==> config.mk <==
export PLATFORM = sky130hd
export DESIGN_NAME = key_input_array_flat
export DESIGN_NICKNAME = d
export VERILOG_FILES = /design/src/rtl/key_input_array_pkg.sv /design/src/rtl/key_input_array_if.sv /design/src/rtl/key_input_array_channel.sv /design/src/rtl/key_input_array.sv /design/src/flat_wrapper.sv
export SDC_FILE = /design/constraint.sdc
export NUM_CORES = 1
export LEC_CHECK = 0
export ABC_AREA = 1
export CORE_UTILIZATION = 50
export DETAILED_ROUTE_END_ITERATION = 16
export MAX_ROUTING_LAYER = met4
export PLACE_DENSITY = 0.72
export SYNTH_ARGS = -nofsm -noshare
export SYNTH_HDL_FRONTEND = slang
export SYNTH_SLANG_ARGS = --single-unit
==> constraint.sdc <==
create_clock -name clk -period 7.15 [get_ports clk]
set_clock_uncertainty 0.1 [all_clocks]
set_input_delay 2.145 -clock clk [delete_from_list [all_inputs] [get_ports clk]]
set_output_delay 2.145 -clock clk [all_outputs]
set_load 0.01 [all_outputs]
==> src/rtl/key_input_array_pkg.sv <==
// Shared types, default timing and counter sizing helpers for the key input front end.
package key_input_pkg;

    typedef enum logic [1:0] {
        IDLE   = 2'd0,
        HOLD   = 2'd1,
        DELAY  = 2'd2,
        REPEAT = 2'd3
    } rep_state_e;

    localparam int unsigned DEF_N_KEYS          = 4;
    localparam int unsigned DEF_SYNC_STAGES     = 2;
    localparam int unsigned DEF_DEBOUNCE_CYCLES = 4;
    localparam int unsigned DEF_REPEAT_DELAY    = 10;
    localparam int unsigned DEF_REPEAT_PERIOD   = 3;
    localparam logic [3:0]  DEF_REPEAT_MASK     = 4'b0111;

    function automatic int unsigned cnt_width(input int unsigned max_val);
        return $clog2(max_val + 1);
    endfunction

    function automatic int unsigned max3(input int unsigned a, input int unsigned b,
                                         input int unsigned c);
        int unsigned m;
        m = (a > b) ? a : b;
        return (m > c) ? m : c;
    endfunction

endpackage

==> src/rtl/key_input_array_if.sv <==
// Key bus between the push-button pins and the game controller.
interface key_input_array_if #(
    parameter int unsigned N_KEYS = 4
);
    logic [N_KEYS-1:0] in_i;
    logic [N_KEYS-1:0] held_o;
    logic [N_KEYS-1:0] press_o;
    logic [N_KEYS-1:0] fire_o;
    logic [N_KEYS-1:0] release_o;

    modport master (output in_i, input held_o, press_o, fire_o, release_o);
    modport slave  (input in_i, output held_o, press_o, fire_o, release_o);
endinterface

==> src/rtl/key_input_array_channel.sv <==
// One key: synchroniser, debounce filter, edge pulses and typematic repeat FSM.
module key_channel
    import key_input_pkg::*;
#(
    parameter int unsigned SYNC_STAGES     = DEF_SYNC_STAGES,
    parameter int unsigned DEBOUNCE_CYCLES = DEF_DEBOUNCE_CYCLES,
    parameter int unsigned REPEAT_DELAY    = DEF_REPEAT_DELAY,
    parameter int unsigned REPEAT_PERIOD   = DEF_REPEAT_PERIOD,
    parameter bit          REPEAT_EN       = 1'b1
) (
    input  logic clk,
    input  logic reset,
    input  logic in_i,
    output logic held_o,
    output logic press_o,
    output logic fire_o,
    output logic release_o
);
    localparam int unsigned CW = cnt_width(max3(DEBOUNCE_CYCLES, REPEAT_DELAY, REPEAT_PERIOD));
    localparam logic [CW-1:0] DB_LAST = CW'(DEBOUNCE_CYCLES - 1);
    localparam logic [CW-1:0] RD_LAST = CW'(REPEAT_DELAY - 1);
    localparam logic [CW-1:0] RP_LAST = CW'(REPEAT_PERIOD - 1);

    logic [SYNC_STAGES-1:0] sync_q, sync_d;
    logic [CW-1:0]          db_q, db_d;
    logic [CW-1:0]          rc_q, rc_d;
    rep_state_e             state_q, state_d;
    logic                   held_q, held_d;
    logic                   press_q, press_d;
    logic                   fire_q, fire_d;
    logic                   release_q, release_d;
    logic                   s, diff, toggle;

    assign s      = sync_q[SYNC_STAGES-1];
    assign diff   = (s != held_q);
    assign toggle = diff && (db_q == DB_LAST);

    always_comb begin
        sync_d    = {sync_q[SYNC_STAGES-2:0], in_i};
        db_d      = '0;
        held_d    = held_q;
        rc_d      = rc_q;
        state_d   = state_q;
        press_d   = 1'b0;
        fire_d    = 1'b0;
        release_d = 1'b0;

        if (diff && !toggle) begin
            db_d = db_q + 1'b1;
        end

        // Held edges take priority over a repeat falling due in the same cycle.
        if (toggle && !held_q) begin
            held_d  = 1'b1;
            press_d = 1'b1;
            fire_d  = 1'b1;
            rc_d    = '0;
            state_d = REPEAT_EN ? DELAY : HOLD;
        end else if (toggle && held_q) begin
            held_d    = 1'b0;
            release_d = 1'b1;
            rc_d      = '0;
            state_d   = IDLE;
        end else begin
            case (state_q)
                DELAY: begin
                    if (rc_q == RD_LAST) begin
                        fire_d  = 1'b1;
                        rc_d    = '0;
                        state_d = REPEAT;
                    end else begin
                        rc_d = rc_q + 1'b1;
                    end
                end
                REPEAT: begin
                    if (rc_q == RP_LAST) begin
                        fire_d = 1'b1;
                        rc_d   = '0;
                    end else begin
                        rc_d = rc_q + 1'b1;
                    end
                end
                default: ;
            endcase
        end
    end

    always_ff @(posedge clk or posedge reset) begin
        if (reset) begin
            sync_q    <= '0;
            db_q      <= '0;
            rc_q      <= '0;
            state_q   <= IDLE;
            held_q    <= 1'b0;
            press_q   <= 1'b0;
            fire_q    <= 1'b0;
            release_q <= 1'b0;
        end else begin
            sync_q    <= sync_d;
            db_q      <= db_d;
            rc_q      <= rc_d;
            state_q   <= state_d;
            held_q    <= held_d;
            press_q   <= press_d;
            fire_q    <= fire_d;
            release_q <= release_d;
        end
    end

    assign held_o    = held_q;
    assign press_o   = press_q;
    assign fire_o    = fire_q;
    assign release_o = release_q;

endmodule

==> src/rtl/key_input_array.sv <==
// Multi-key front end: one independent key_channel per board push-button.
module key_input_array
    import key_input_pkg::*;
#(
    parameter int unsigned       N_KEYS          = DEF_N_KEYS,
    parameter int unsigned       SYNC_STAGES     = DEF_SYNC_STAGES,
    parameter int unsigned       DEBOUNCE_CYCLES = DEF_DEBOUNCE_CYCLES,
    parameter int unsigned       REPEAT_DELAY    = DEF_REPEAT_DELAY,
    parameter int unsigned       REPEAT_PERIOD   = DEF_REPEAT_PERIOD,
    parameter logic [N_KEYS-1:0] REPEAT_MASK     = N_KEYS'(DEF_REPEAT_MASK)
) (
    input logic               clk,
    input logic               reset,
    key_input_array_if.slave  keys
);
    logic [N_KEYS-1:0] held_w, press_w, fire_w, release_w;

    for (genvar i = 0; i < N_KEYS; i++) begin : g_ch
        key_channel #(
            .SYNC_STAGES     (SYNC_STAGES),
            .DEBOUNCE_CYCLES (DEBOUNCE_CYCLES),
            .REPEAT_DELAY    (REPEAT_DELAY),
            .REPEAT_PERIOD   (REPEAT_PERIOD),
            .REPEAT_EN       (REPEAT_MASK[i])
        ) u_ch (
            .clk       (clk),
            .reset     (reset),
            .in_i      (keys.in_i[i]),
            .held_o    (held_w[i]),
            .press_o   (press_w[i]),
            .fire_o    (fire_w[i]),
            .release_o (release_w[i])
        );
    end

    assign keys.held_o    = held_w;
    assign keys.press_o   = press_w;
    assign keys.fire_o    = fire_w;
    assign keys.release_o = release_w;

endmodule

==> src/flat_wrapper.sv <==
// flat-port wrapper written by rule: the top's interface ports become plain ports
module key_input_array_flat import key_input_pkg::*;
#(
    parameter int unsigned       N_KEYS          = DEF_N_KEYS,
    parameter int unsigned       SYNC_STAGES     = DEF_SYNC_STAGES,
    parameter int unsigned       DEBOUNCE_CYCLES = DEF_DEBOUNCE_CYCLES,
    parameter int unsigned       REPEAT_DELAY    = DEF_REPEAT_DELAY,
    parameter int unsigned       REPEAT_PERIOD   = DEF_REPEAT_PERIOD,
    parameter logic [N_KEYS-1:0] REPEAT_MASK     = N_KEYS'(DEF_REPEAT_MASK)
)
  (clk, reset, keys_in_i, keys_held_o, keys_press_o, keys_fire_o, keys_release_o);
  key_input_array_if #(.N_KEYS(N_KEYS)) keys_i ();
  input logic clk;
  input logic reset;
  input wire logic [$bits(keys_i.in_i)-1:0] keys_in_i;
  output wire logic [$bits(keys_i.held_o)-1:0] keys_held_o;
  output wire logic [$bits(keys_i.press_o)-1:0] keys_press_o;
  output wire logic [$bits(keys_i.fire_o)-1:0] keys_fire_o;
  output wire logic [$bits(keys_i.release_o)-1:0] keys_release_o;
  assign keys_i.in_i = keys_in_i;
  assign keys_held_o = keys_i.held_o;
  assign keys_press_o = keys_i.press_o;
  assign keys_fire_o = keys_i.fire_o;
  assign keys_release_o = keys_i.release_o;
  key_input_array #(.N_KEYS(N_KEYS), .SYNC_STAGES(SYNC_STAGES), .DEBOUNCE_CYCLES(DEBOUNCE_CYCLES), .REPEAT_DELAY(REPEAT_DELAY), .REPEAT_PERIOD(REPEAT_PERIOD), .REPEAT_MASK(REPEAT_MASK)) u_core (.clk(clk), .reset(reset), .keys(keys_i));
endmodule
==> impl_metrics.py <==
metrics = {
    "status": {
        "run_status": "finished, final reports clean",
    },
    "layout": {
        "multi_input_area_mm2": 0.00115,
        "final_core_util_pct": 58.1,
        "register_area_mm2": 0.00160,
        "diodes": 0,
        "fillers": 493,
        "area_delta_synth_final_pct": 12.8,
        "fin_nets": 373,
        "final_cell_area_mm2": 0.00344,
        "layout-drive-gt1-share_pct": 15.2,
    },
    "clock_network": {
        "cts_hold_buf": 0,
        "ctsResizeCount": 0,
        "htree_num_levels": 3,
        "clockBufferDepth": 2,
        "cts_made_buffers": 9,
        "clock_latency_ps": 320,
        "clkSlewWorstSetupHoldPaths_ps": 70,
        "cts_tree": "done",
        "cts_sinks": 64,
        "cts_root_buf": "clkbuf_8",
        "postCtsSetupBuffers": 0,
    },
    "place": {
        "gp_congestion": 0.809,
        "hpwl_um": 3150,
        "port-buffer-count": 21,
        "place_area_mm2": 0.00324,
    },
    "yosys": {
        "postSynthCellCount": 334,
        "syn-cell-area_mm2": 0.00305,
        "synth_common_cells": "dfrtp_1, nor2_1, nand2_1",
        "synth_compound_area_share_pct": 5.29,
        "yosys.area_share.simple_pct": 24.2,
        "synth.distinct_cells": 24,
        "ys_seq_area_share_pct": 52.5,
        "synthTopCellsByArea": "dfrtp_1, ha_1, nor2_1",
        "avgSynthCellArea_um2": 9.14,
        "yosysWarnings": 0,
        "synth_area_leader_cell": "dfrtp_1",
        "synth_top_area_share_pct": 52.5,
        "yosysMostFrequentCell": "dfrtp_1",
        "synth_nets": 356,
        "ys_ff_latch": 64,
        "synth_edf_count": 0,
        "synthAdderAreaFrac_pct": 6.56,
        "synth.mux.area_fraction_pct": 0,
        "synth_async_sr_flop_share_pct": 100,
        "synth-xor-area-share_pct": 1.72,
        "synth_top_flop_cell": "dfrtp_1",
        "synth_top_family_by_area": "simple AND/OR/NAND/NOR gates",
    },
    "critical_path": {
        "cp_top_family": "buffers and inverters",
        "required_ps": 4910,
        "cpMaxStageDelayCell": "clkdlybuf4s50_1",
        "cp_num_buf_inv": 1,
        "slowest_delay_ps": 550,
        "path_class": "reg2out",
        "critPathArrivalTime_ps": 1250,
        "worstSetupStartpointType": "flop",
        "end_kind": "output port",
        "cp_max_fo": 4,
        "critical_path.cell_chain": "clkdlybuf4s50_1",
    },
    "timing": {
        "tightest_slew_ps": 754,
        "slew_headroom_pct": 49.7,
        "finalCritPeriodShare_pct": 48.9,
        "min_period_ps": 3500,
        "tns_ps": 0,
        "final-setup-viol-count": 0,
        "final-hold-violation-count": 0,
        "max_clock_freq_ghz": 0.286,
        "rsz0062_at_grt": "no",
        "drv_slew": 0,
    },
    "route": {
        "vias": 2070,
        "vias_per_cell": 4.80,
        "wirelength_um": 4570,
        "first_iter_violations": 100,
        "routedWlPerCell_um": 10.6,
        "drc": 0,
        "first_pass_iters": 4,
        "ant_nets": 0,
    },
    "global_routing": {
        "antenna_found_initial": 0,
        "grt_max_degree": 65,
        "gr-total-overflow": 0,
        "grt_pass1_vias": 1959,
        "grt_first_pass_wirelength_um": 8180,
        "grtUsageTotal_pct": 17.1,
    },
    "pwr": {
        "p_sw_uw": 426,
        "power_leakage_uw": 0.00178,
        "switching_share_pct": 35.2,
        "power.total_uw": 1210,
        "clock_power_share_pct": 25.5,
        "ir_worst_vdd_uv": 145,
        "power.density_mw_per_mm2": 352,
        "combPwrFrac_pct": 30.1,
        "pwr-share-seq_pct": 44.4,
        "internal-power_uw": 785,
    },
    "die": {
        "coreArea_mm2": 0.00592,
        "die_area_mm2": 0.00642,
        "die_h_um": 80.1,
        "die_w_um": 80.1,
        "num_rows": 28,
        "ios": 22,
        "initial_utilization_pct": 51.5,
    },
    "min_path": {
        "hold_path_class": "reg2reg",
    },
    "job": {
        "maxCapViolCount": 0,
    },
}
==> cells in the final DEF, fill, tap and decap left out, types with 7 or more instances in the layout <==
master,instances
a21oi_1,9
clkbuf_8,11
clkdlybuf4s50_1,21
dfrtp_1,64
ha_1,16
inv_1,38
inv_2,9
nand2_1,47
nand2_2,14
nand3_1,16
nand4_1,7
nor2_1,53
==> logic make-up (layout without fill, tap and decap cells) <==
| kind of cell | count (synthesis) | count (layout) |
|---|---|---|
| AO/OA/AOI/OAI | 28 | 28 |
| adder cells (fa/ha/maj) | 16 | 16 |
| AND/OR/NAND/NOR | 157 | 157 |
| buffers and inverters | 63 | 85 |
| flip-flops | 64 | 64 |
| XOR/XNOR | 6 | 6 |
==> through the flow <==
stage	cells	hold WS, ps	worst slack [ps]
2_1_floorplan	334	231	3310
3_3_place_gp	415	234	3770
3_5_place_dp	415	237	3770
4_1_cts	431	255	3630
5_1_grt	431	267	3590
6_report	431	252	3650
==> registers in the layout, summed over array words and instances, names as in the netlist <==
name                        flops
u_core.g_ch.u_ch.db_q          16
u_core.g_ch.u_ch.rc_q          16
u_core.g_ch.u_ch.state_q        8
u_core.g_ch.u_ch.sync_q         8
u_core.g_ch.u_ch.fire_o         4
u_core.g_ch.u_ch.held_o         4
u_core.g_ch.u_ch.press_o        4
u_core.g_ch.u_ch.release_o      4
==> per-layer routing <==
metal  vias up  part of all wire [%]  track usage [%]  wire length (um)
li1       1080                     -                -                 -
met1       953                    49             21.2              2230
met2        30                    47             26.9              2150
met3         7                   2.9             3.41               131
met4         0                   1.5             8.04                69
met5         -                     0                -                 0
==> final cells by class <==
type | count | area share [%]
tap | 75 | 2.73
inverter | 47 | 5.13
clock inverter | 3 | 1.16
sequential | 64 | 46.5
clock buffer | 13 | 4.62
timing repair buffer | 22 | 6.32
multi-input combinational | 207 | 33.5
==> final timing paths <==
path / from / to / slack [ps] / cells past startpoint
max: u_core.g_ch[3].u_ch.held_o / keys_held_o[3] / 3650 / 1
min: u_core.g_ch[1].u_ch.sync_q[0] / u_core.g_ch[1].u_ch.sync_q[1] / 250 / 0
max reg2reg: u_core.g_ch[3].u_ch.db_q[0] / u_core.g_ch[3].u_ch.rc_q[3] / 5740 / 7
min reg2reg: u_core.g_ch[1].u_ch.sync_q[0] / u_core.g_ch[1].u_ch.sync_q[1] / 250 / 0
max in group asynchronous: reset / u_core.g_ch[1].u_ch.sync_q[0] / 4200 / 3
min in group asynchronous: reset / u_core.g_ch[2].u_ch.rc_q[1] / 2260 / 3
==> power by group through the flow <==
stage / sequential, uW / combinational, uW / clock (uW)
2_1_floorplan: 524 / 304 / 0
3_3_place_gp: 539 / 356 / 0
3_5_place_dp: 542 / 367 / 0
4_1_cts: 537 / 370 / 317
5_1_grt: 553 / 426 / 333
6_report: 538 / 365 / 308
Note: power is estimated with default switching activity, not from simulation.
